$ cat config.mk
export PLATFORM = sky130hd
export DESIGN_NAME = sumcheck_round_check
export DESIGN_NICKNAME = d
export VERILOG_FILES = /design/src/rtl/sumcheck_round_check_pkg.sv /design/src/rtl/sumcheck_round_check_mul.sv /design/src/rtl/sumcheck_round_check.sv
export SDC_FILE = /design/constraint.sdc
export NUM_CORES = 1
export LEC_CHECK = 0
export CAP_MARGIN = 0
export CELL_PAD_IN_SITES_DETAIL_PLACEMENT = 1
export CELL_PAD_IN_SITES_GLOBAL_PLACEMENT = 1
export CORE_ASPECT_RATIO = 0.75
export CORE_MARGIN = 2
export CORE_UTILIZATION = 47
export CTS_CLUSTER_SIZE = 30
export DETAILED_ROUTE_END_ITERATION = 7
export PLACE_DENSITY = 0.81
export SLEW_MARGIN = 5
export SYNTH_ARGS = -nofsm -noshare
export SYNTH_HDL_FRONTEND = slang
export SYNTH_SLANG_ARGS = --single-unit
$ cat constraint.sdc
create_clock -name clk -period 9.7 [get_ports clk]
set_input_delay 1.94 -clock clk [delete_from_list [all_inputs] [get_ports clk]]
set_output_delay 1.94 -clock clk [all_outputs]
set_load 0.02 [all_outputs]
$ cat src/rtl/sumcheck_round_check_pkg.sv
// Shared field constants, FSM state encoding and modular add/sub helpers
// for the sumcheck round checker.
package sumcheck_round_check_pkg;

    localparam int              F_NBITS = 16;
    localparam logic [F_NBITS-1:0] F_PRIME = 16'd65521;
    localparam logic [F_NBITS-1:0] INV2    = 16'd32761;  // (F_PRIME+1)/2

    typedef enum logic [3:0] {
        S_IDLE, S_REQ, S_WAIT, S_GAP, S_MUL1, S_MUL2, S_MUL3, S_MUL4, S_DONE
    } state_t;

    function automatic logic [F_NBITS-1:0] mod_add(input logic [F_NBITS-1:0] a,
                                                   input logic [F_NBITS-1:0] b);
        logic [F_NBITS:0] s;
        s = {1'b0, a} + {1'b0, b};
        if (s >= {1'b0, F_PRIME})
            s = s - {1'b0, F_PRIME};
        return s[F_NBITS-1:0];
    endfunction

    // a - b wraps mod 2^F_NBITS, but the true result a-b+p fits, so the wrap cancels
    function automatic logic [F_NBITS-1:0] mod_sub(input logic [F_NBITS-1:0] a,
                                                   input logic [F_NBITS-1:0] b);
        if (a < b)
            return a + F_PRIME - b;
        return a - b;
    endfunction

endpackage

$ cat src/rtl/sumcheck_round_check_mul.sv
// Bit-serial modular multiplier (MSB-first double-and-add), F_NBITS cycles
// per product; result held on c after the ready_pulse.
module field_multiplier
    import sumcheck_round_check_pkg::*;
(
    input  logic               clk,
    input  logic               rst,
    input  logic               en,
    input  logic [F_NBITS-1:0] a,
    input  logic [F_NBITS-1:0] b,
    output logic               ready_pulse,
    output logic [F_NBITS-1:0] c
);
    localparam int CW = $clog2(F_NBITS + 1);

    logic               busy;
    logic [CW-1:0]      cnt;
    logic [F_NBITS-1:0] a_q, b_q, acc, dbl, nxt;

    assign dbl = mod_add(acc, acc);
    assign nxt = b_q[F_NBITS-1] ? mod_add(dbl, a_q) : dbl;
    assign c   = acc;

    always_ff @(posedge clk) begin
        if (rst) begin
            busy        <= 1'b0;
            cnt         <= '0;
            a_q         <= '0;
            b_q         <= '0;
            acc         <= '0;
            ready_pulse <= 1'b0;
        end else begin
            ready_pulse <= 1'b0;
            if (!busy && en) begin
                busy <= 1'b1;
                cnt  <= CW'(F_NBITS);
                a_q  <= a;
                b_q  <= b;
                acc  <= '0;
            end else if (busy) begin
                acc <= nxt;
                b_q <= b_q << 1;
                cnt <= cnt - 1'b1;
                if (cnt == CW'(1)) begin
                    busy        <= 1'b0;
                    ready_pulse <= 1'b1;
                end
            end
        end
    end

endmodule

$ cat src/rtl/sumcheck_round_check.sv
// One sumcheck verifier round: gathers V(0),V(1),V(2) from the adder tree,
// checks V0+V1==H and interpolates V(r) through one shared multiplier.
module sumcheck_round_check
    import sumcheck_round_check_pkg::*;
(
    input  logic               clk,
    input  logic               rst,
    input  logic               en,
    input  logic [F_NBITS-1:0] claim_in,
    input  logic [F_NBITS-1:0] r,
    output logic               tree_en,
    output logic [1:0]         v_sel,
    input  logic [F_NBITS-1:0] v_in,
    input  logic               v_valid,
    output logic               ready,
    output logic               ready_pulse,
    output logic               ok,
    output logic [F_NBITS-1:0] claim_out
);
    state_t             state, next;
    logic               en_q, start, go, issued, is_mul;
    logic [1:0]         idx;
    logic [F_NBITS-1:0] v0, v1, v2, h_claim, r_q, hv, q, m;
    logic [F_NBITS-1:0] d1, d2;
    logic               mul_en, mul_rdy;
    logic [F_NBITS-1:0] mul_a, mul_b, mul_c;

    assign start   = en & ~en_q;
    assign is_mul  = state inside {S_MUL1, S_MUL2, S_MUL3, S_MUL4};
    assign tree_en = (state == S_REQ) || (state == S_WAIT);
    assign v_sel   = tree_en ? idx : 2'd0;
    assign ready   = (state == S_IDLE) || (state == S_DONE);
    assign d1      = mod_sub(v1, v0);
    assign d2      = mod_add(mod_sub(v2, mod_add(v1, v1)), v0);

    field_multiplier u_mul (
        .clk        (clk),
        .rst        (rst),
        .en         (mul_en),
        .a          (mul_a),
        .b          (mul_b),
        .ready_pulse(mul_rdy),
        .c          (mul_c)
    );

    always_comb begin
        next   = state;
        go     = 1'b0;
        mul_a  = '0;
        mul_b  = '0;
        mul_en = is_mul && !issued;
        case (state)
            S_IDLE, S_DONE: if (start) begin go = 1'b1; next = S_REQ; end
            S_REQ:  next = S_WAIT;
            S_WAIT: if (v_valid) next = (idx == 2'd2) ? S_MUL1 : S_GAP;
            S_GAP:  next = S_REQ;
            S_MUL1: begin mul_a = d2;  mul_b = INV2;                if (mul_rdy) next = S_MUL2; end
            S_MUL2: begin mul_a = r_q; mul_b = mod_sub(r_q, F_NBITS'(1)); if (mul_rdy) next = S_MUL3; end
            S_MUL3: begin mul_a = q;   mul_b = hv;                  if (mul_rdy) next = S_MUL4; end
            S_MUL4: begin mul_a = r_q; mul_b = d1;                  if (mul_rdy) next = S_DONE; end
            default: next = S_IDLE;
        endcase
    end

    always_ff @(posedge clk) begin
        if (rst) begin
            state       <= S_IDLE;
            en_q        <= 1'b1;  // en held high through reset must not start a round
            idx         <= '0;
            issued      <= 1'b0;
            {v0, v1, v2} <= '0;
            {h_claim, r_q, hv, q, m} <= '0;
            ok          <= 1'b0;
            claim_out   <= '0;
            ready_pulse <= 1'b0;
        end else begin
            state       <= next;
            en_q        <= en;
            ready_pulse <= (next == S_DONE) && (state != S_DONE);
            if (go) begin
                h_claim <= claim_in;
                r_q     <= r;
                ok      <= 1'b0;
                idx     <= '0;
            end
            if (state == S_WAIT && v_valid) begin
                case (idx)
                    2'd0:    v0 <= v_in;
                    2'd1:    v1 <= v_in;
                    default: v2 <= v_in;
                endcase
                if (idx != 2'd2) idx <= idx + 2'd1;
            end
            if (mul_en)
                issued <= 1'b1;
            else if (is_mul && mul_rdy)
                issued <= 1'b0;
            if (mul_rdy) begin
                case (state)
                    S_MUL1: hv <= mul_c;
                    S_MUL2: q  <= mul_c;
                    S_MUL3: m  <= mul_c;
                    S_MUL4: begin
                        claim_out <= mod_add(mod_add(v0, mul_c), m);
                        ok        <= (mod_add(v0, v1) == h_claim);
                    end
                    default: ;
                endcase
            end
        end
    end

endmodule

==> impl_metrics.toml <==
[sta]
grt_setup_unrepaired = "no"
worst_pin_slew_ps = 1270
finalClockSkew_ps = 12.4
min_period_ps = 8570
fin_tns_setup_ps = 0
hold_viol = 0
drv_slew = 0
period_share_pct = 88.3
setup_viol = 0
max_freq_ghz = 0.117
max_slew_margin_pct = 14.8

[global_routing]
met1_usage_pct = 45.9
grt_pass1_wl_mm = 106
antenna_found_initial = 1
grtUsageTotal_pct = 32.6
met2_usage_pct = 52.2
grt-ovfl-total = 0
met3_usage_pct = 3.56
grt_busiest_layer = "met2"
grt_max_degree = 60
grt_pass1_vias = 19010

[layout]
drive_above_1_share_pct = 4.28
layout.nets = 2809
diodes = 0
n_fill_cell = 4964
fin_util_pct = 52.6
area_growth_pct = 10.6

[routing]
via_per_inst = 6.23
vias = 19254
ant_nets = 0
drc = 0
wl_per_cell_um = 22.2
dr.pass1.iters = 5
drtIter0Drc = 1602
routed_wl_mm = 68.7

[yosys]
synthAdderAreaFrac_pct = 14.0
synth_common_cells = "nand2_1, a21oi_1, dfxtp_1, ha_1, inv_1"
synthesis.instances = 2541
synthesis.area_sq_um = 18700
synth_fp_nets = 2794
synth-xor-area-share_pct = 9.70
synth_compound_area_share_pct = 23.9
synthMuxAreaShare_pct = 1.17
synth_top_area_share_pct = 22.4
synthTopCellsByArea = "dfxtp_1, ha_1, nand2_1"
synth_top_area_cell = "dfxtp_1"
synth-main-ff-cell = "dfxtp_1"
yosys_warnings = 0
synth_async_sr_flop_share_pct = 0
ys_types = 86
ys_seq_area_share_pct = 22.4
synthSimpleGateAreaFrac_pct = 23.1
synth_top_family_by_area = "compound AO/OA/AOI/OAI gates"
ys_seq_elements = 209
syn_area_per_cell_sq_um = 7.35
synth.most_common_cell = "nand2_1"
synth_edf_count = 0

[setup_path]
regToRegEndpoint = "u_mul.a_q[10]$_SDFFE_PP0P_"
setup.worst_path.start_class = "register"
ff2ff_setup_slack_ps = 1130
required_ps = 10200
critPathKind = "reg -> reg"
critPathMaxFanout = 28
end_kind = "register"
slowest_delay_ps = 550
reg2reg_from = "v1[1]$_SDFFE_PP0P_"
rr_worst_depth = 32
cp.arrival_ps = 9070
cp_slowest_cell = "xnor2_1"

[placed_design]
gp_congestion = 0.912
place_hpwl_mm = 53.6
io_buffers = 73

[run_status]
status = "complete, no violations"

[clocking]
cts_resized = 0
htreeDepth = 1
numClockSinks = 209
path_clk_slew_ps = 60
cts-root-buf = "clkbuf_16"
numCtsBuffers = 25
holdBufCountCts = 0
tritoncts = "built"
clk_path_buf_depth = 3
cts_setup_buffers = 0
clk_latency_ps = 560

[worst_hold_path]
whs_path_depth = 2
holdPathEnd = "m[7]$_SDFFE_PP0P_"
hp-class = "reg -> reg"
hold_start = "m[7]$_SDFFE_PP0P_"

[pwr]
clock_power_share_pct = 43.2
combPwrFrac_pct = 17.4
p_per_area_nw_per_um2 = 110
leakagePower_nw = 8.12
ir_drop_mv = 0.120
switching_share_pct = 29.8
power_switching_w = 0.000676
p_int_w = 0.00159
pwr-share-seq_pct = 39.4

[die]
die-area_sq_um = 41400
coreArea_sq_um = 39300
die_w_um = 234
io_pins = 74
die_h_um = 177
initial_utilization_pct = 47.5
rows = 63

[run]
maxCapViolations = 0
## cell usage in the layout (no fill, tap or decap), types with 17 or more instances in the layout
cell type | Yosys | layout
a31oi_1 | 25 | 24
a21o_1 | 30 | 30
ha_1 | 189 | 189
nand2_1 | 396 | 396
xor2_1 | 64 | 64
nand3_1 | 60 | 60
and2_1 | 17 | 17
nor2_1 | 162 | 161
and3_1 | 26 | 26
xnor2_1 | 143 | 143
dfxtp_1 | 209 | 209
o211ai_1 | 18 | 18
o21a_1 | 24 | 24
a221oi_1 | 25 | 25
or3_1 | 38 | 38
nor4_1 | 20 | 19
buf_4 | 0 | 23
o21ai_0 | 130 | 130
inv_1 | 175 | 175
a21oi_1 | 264 | 264
nor3_1 | 72 | 70
clkdlybuf4s50_1 | 0 | 72
nor2b_1 | 18 | 18
nand2b_1 | 30 | 30
a211oi_1 | 27 | 27
clkbuf_16 | 0 | 25
## per-layer routing
layer	share of wire [%]	wire, um	vias up
li1	-	-	8990
met1	46	31700	9544
met2	44	30500	607
met3	6.2	4230	111
met4	3.2	2190	2
met5	0.019	13	-
## through the flow
step / total power, W / cell area (sq um) / cells / hold WS [ps] / worst slack [ps]
2_1_floorplan: 0.00116 / 18700 / 2541 / 419 / 2750
3_3_place_gp: 0.00129 / 19800 / 3049 / 431 / 1780
3_5_place_dp: 0.00130 / 19800 / 3049 / 452 / 1360
4_1_cts: 0.00228 / 20700 / 3092 / 460 / 1310
5_1_grt: 0.00235 / 20700 / 3092 / 481 / 543
6_report: 0.00227 / 20700 / 3092 / 460 / 1130
## critical path: cells and delay by family, from the launching register on
family	cells	cell delay [ps]
buffers and inverters	4	570
and+or+nand+nor	11	2970
xor gates and xnor gates	2	720
adders and majority gates	4	1090
AOI/OAI and AO/OA	11	2630
DFF	1	540
## layout make-up
class	count	area, sq um	share of cell area, %
multi-input combinational	2048	13500	65.1
sequential	209	4180	20.2
timing repair buffer	95	893	4.32
clock buffer	32	682	3.30
inverter	177	664	3.21
tap	520	651	3.15
clock inverter	11	145	0.702
## how the worst max path moves through the flow
stage,from,end,slack (ps),depth (start not counted)
finish,v1[1]$_SDFFE_PP0P_,u_mul.a_q[10]$_SDFFE_PP0P_,1130,32
global route,v1[1]$_SDFFE_PP0P_,u_mul.a_q[8]$_SDFFE_PP0P_,540,33
CTS,v1[1]$_SDFFE_PP0P_,u_mul.a_q[10]$_SDFFE_PP0P_,1310,33
detailed placement,v1[1]$_SDFFE_PP0P_,u_mul.a_q[1]$_SDFFE_PP0P_,1360,33
global placement,v1[1]$_SDFFE_PP0P_,u_mul.a_q[10]$_SDFFE_PP0P_,1780,33
floorplan,v1[1]$_SDFFE_PP0P_,u_mul.a_q[7]$_SDFFE_PP0P_,2750,31
## cell families (layout without fill, tap and decap cells)
| family | count (synthesis) | after routing |
|---|---|---|
| AO/OA/AOI/OAI | 697 | 697 |
| XOR/XNOR | 207 | 207 |
| adder cells (fa/ha/maj) | 202 | 202 |
| buffers and inverters | 284 | 315 |
| flip-flops | 209 | 209 |
| multiplexers | 21 | 21 |
| AND/OR/NAND/NOR | 921 | 921 |
## state kept, by name (all words and copies together), names as in the netlist, 2 cells and up
register / count
u_mul.c: 16
idx: 2
q: 16
v0: 16
r_q: 16
v2: 16
v1: 16
claim_out: 16
h_claim: 16
u_mul.b_q: 16
u_mul.a_q: 16
hv: 16
state: 4
m: 16
u_mul.cnt: 5
## power by group through the flow
| stage | clock (W) | combinational [W] | sequential (W) |
|---|---|---|---|
| after floorplan | 0 | 0.000265 | 0.000896 |
| after global placement | 0 | 0.000376 | 0.000910 |
| after detailed placement | 0 | 0.000386 | 0.000911 |
| after CTS | 0.000995 | 0.000390 | 0.000892 |
| after global routing | 0.00103 | 0.000426 | 0.000893 |
| final | 0.000981 | 0.000394 | 0.000893 |
No activity file was read; power rests on OpenSTA's default activity.
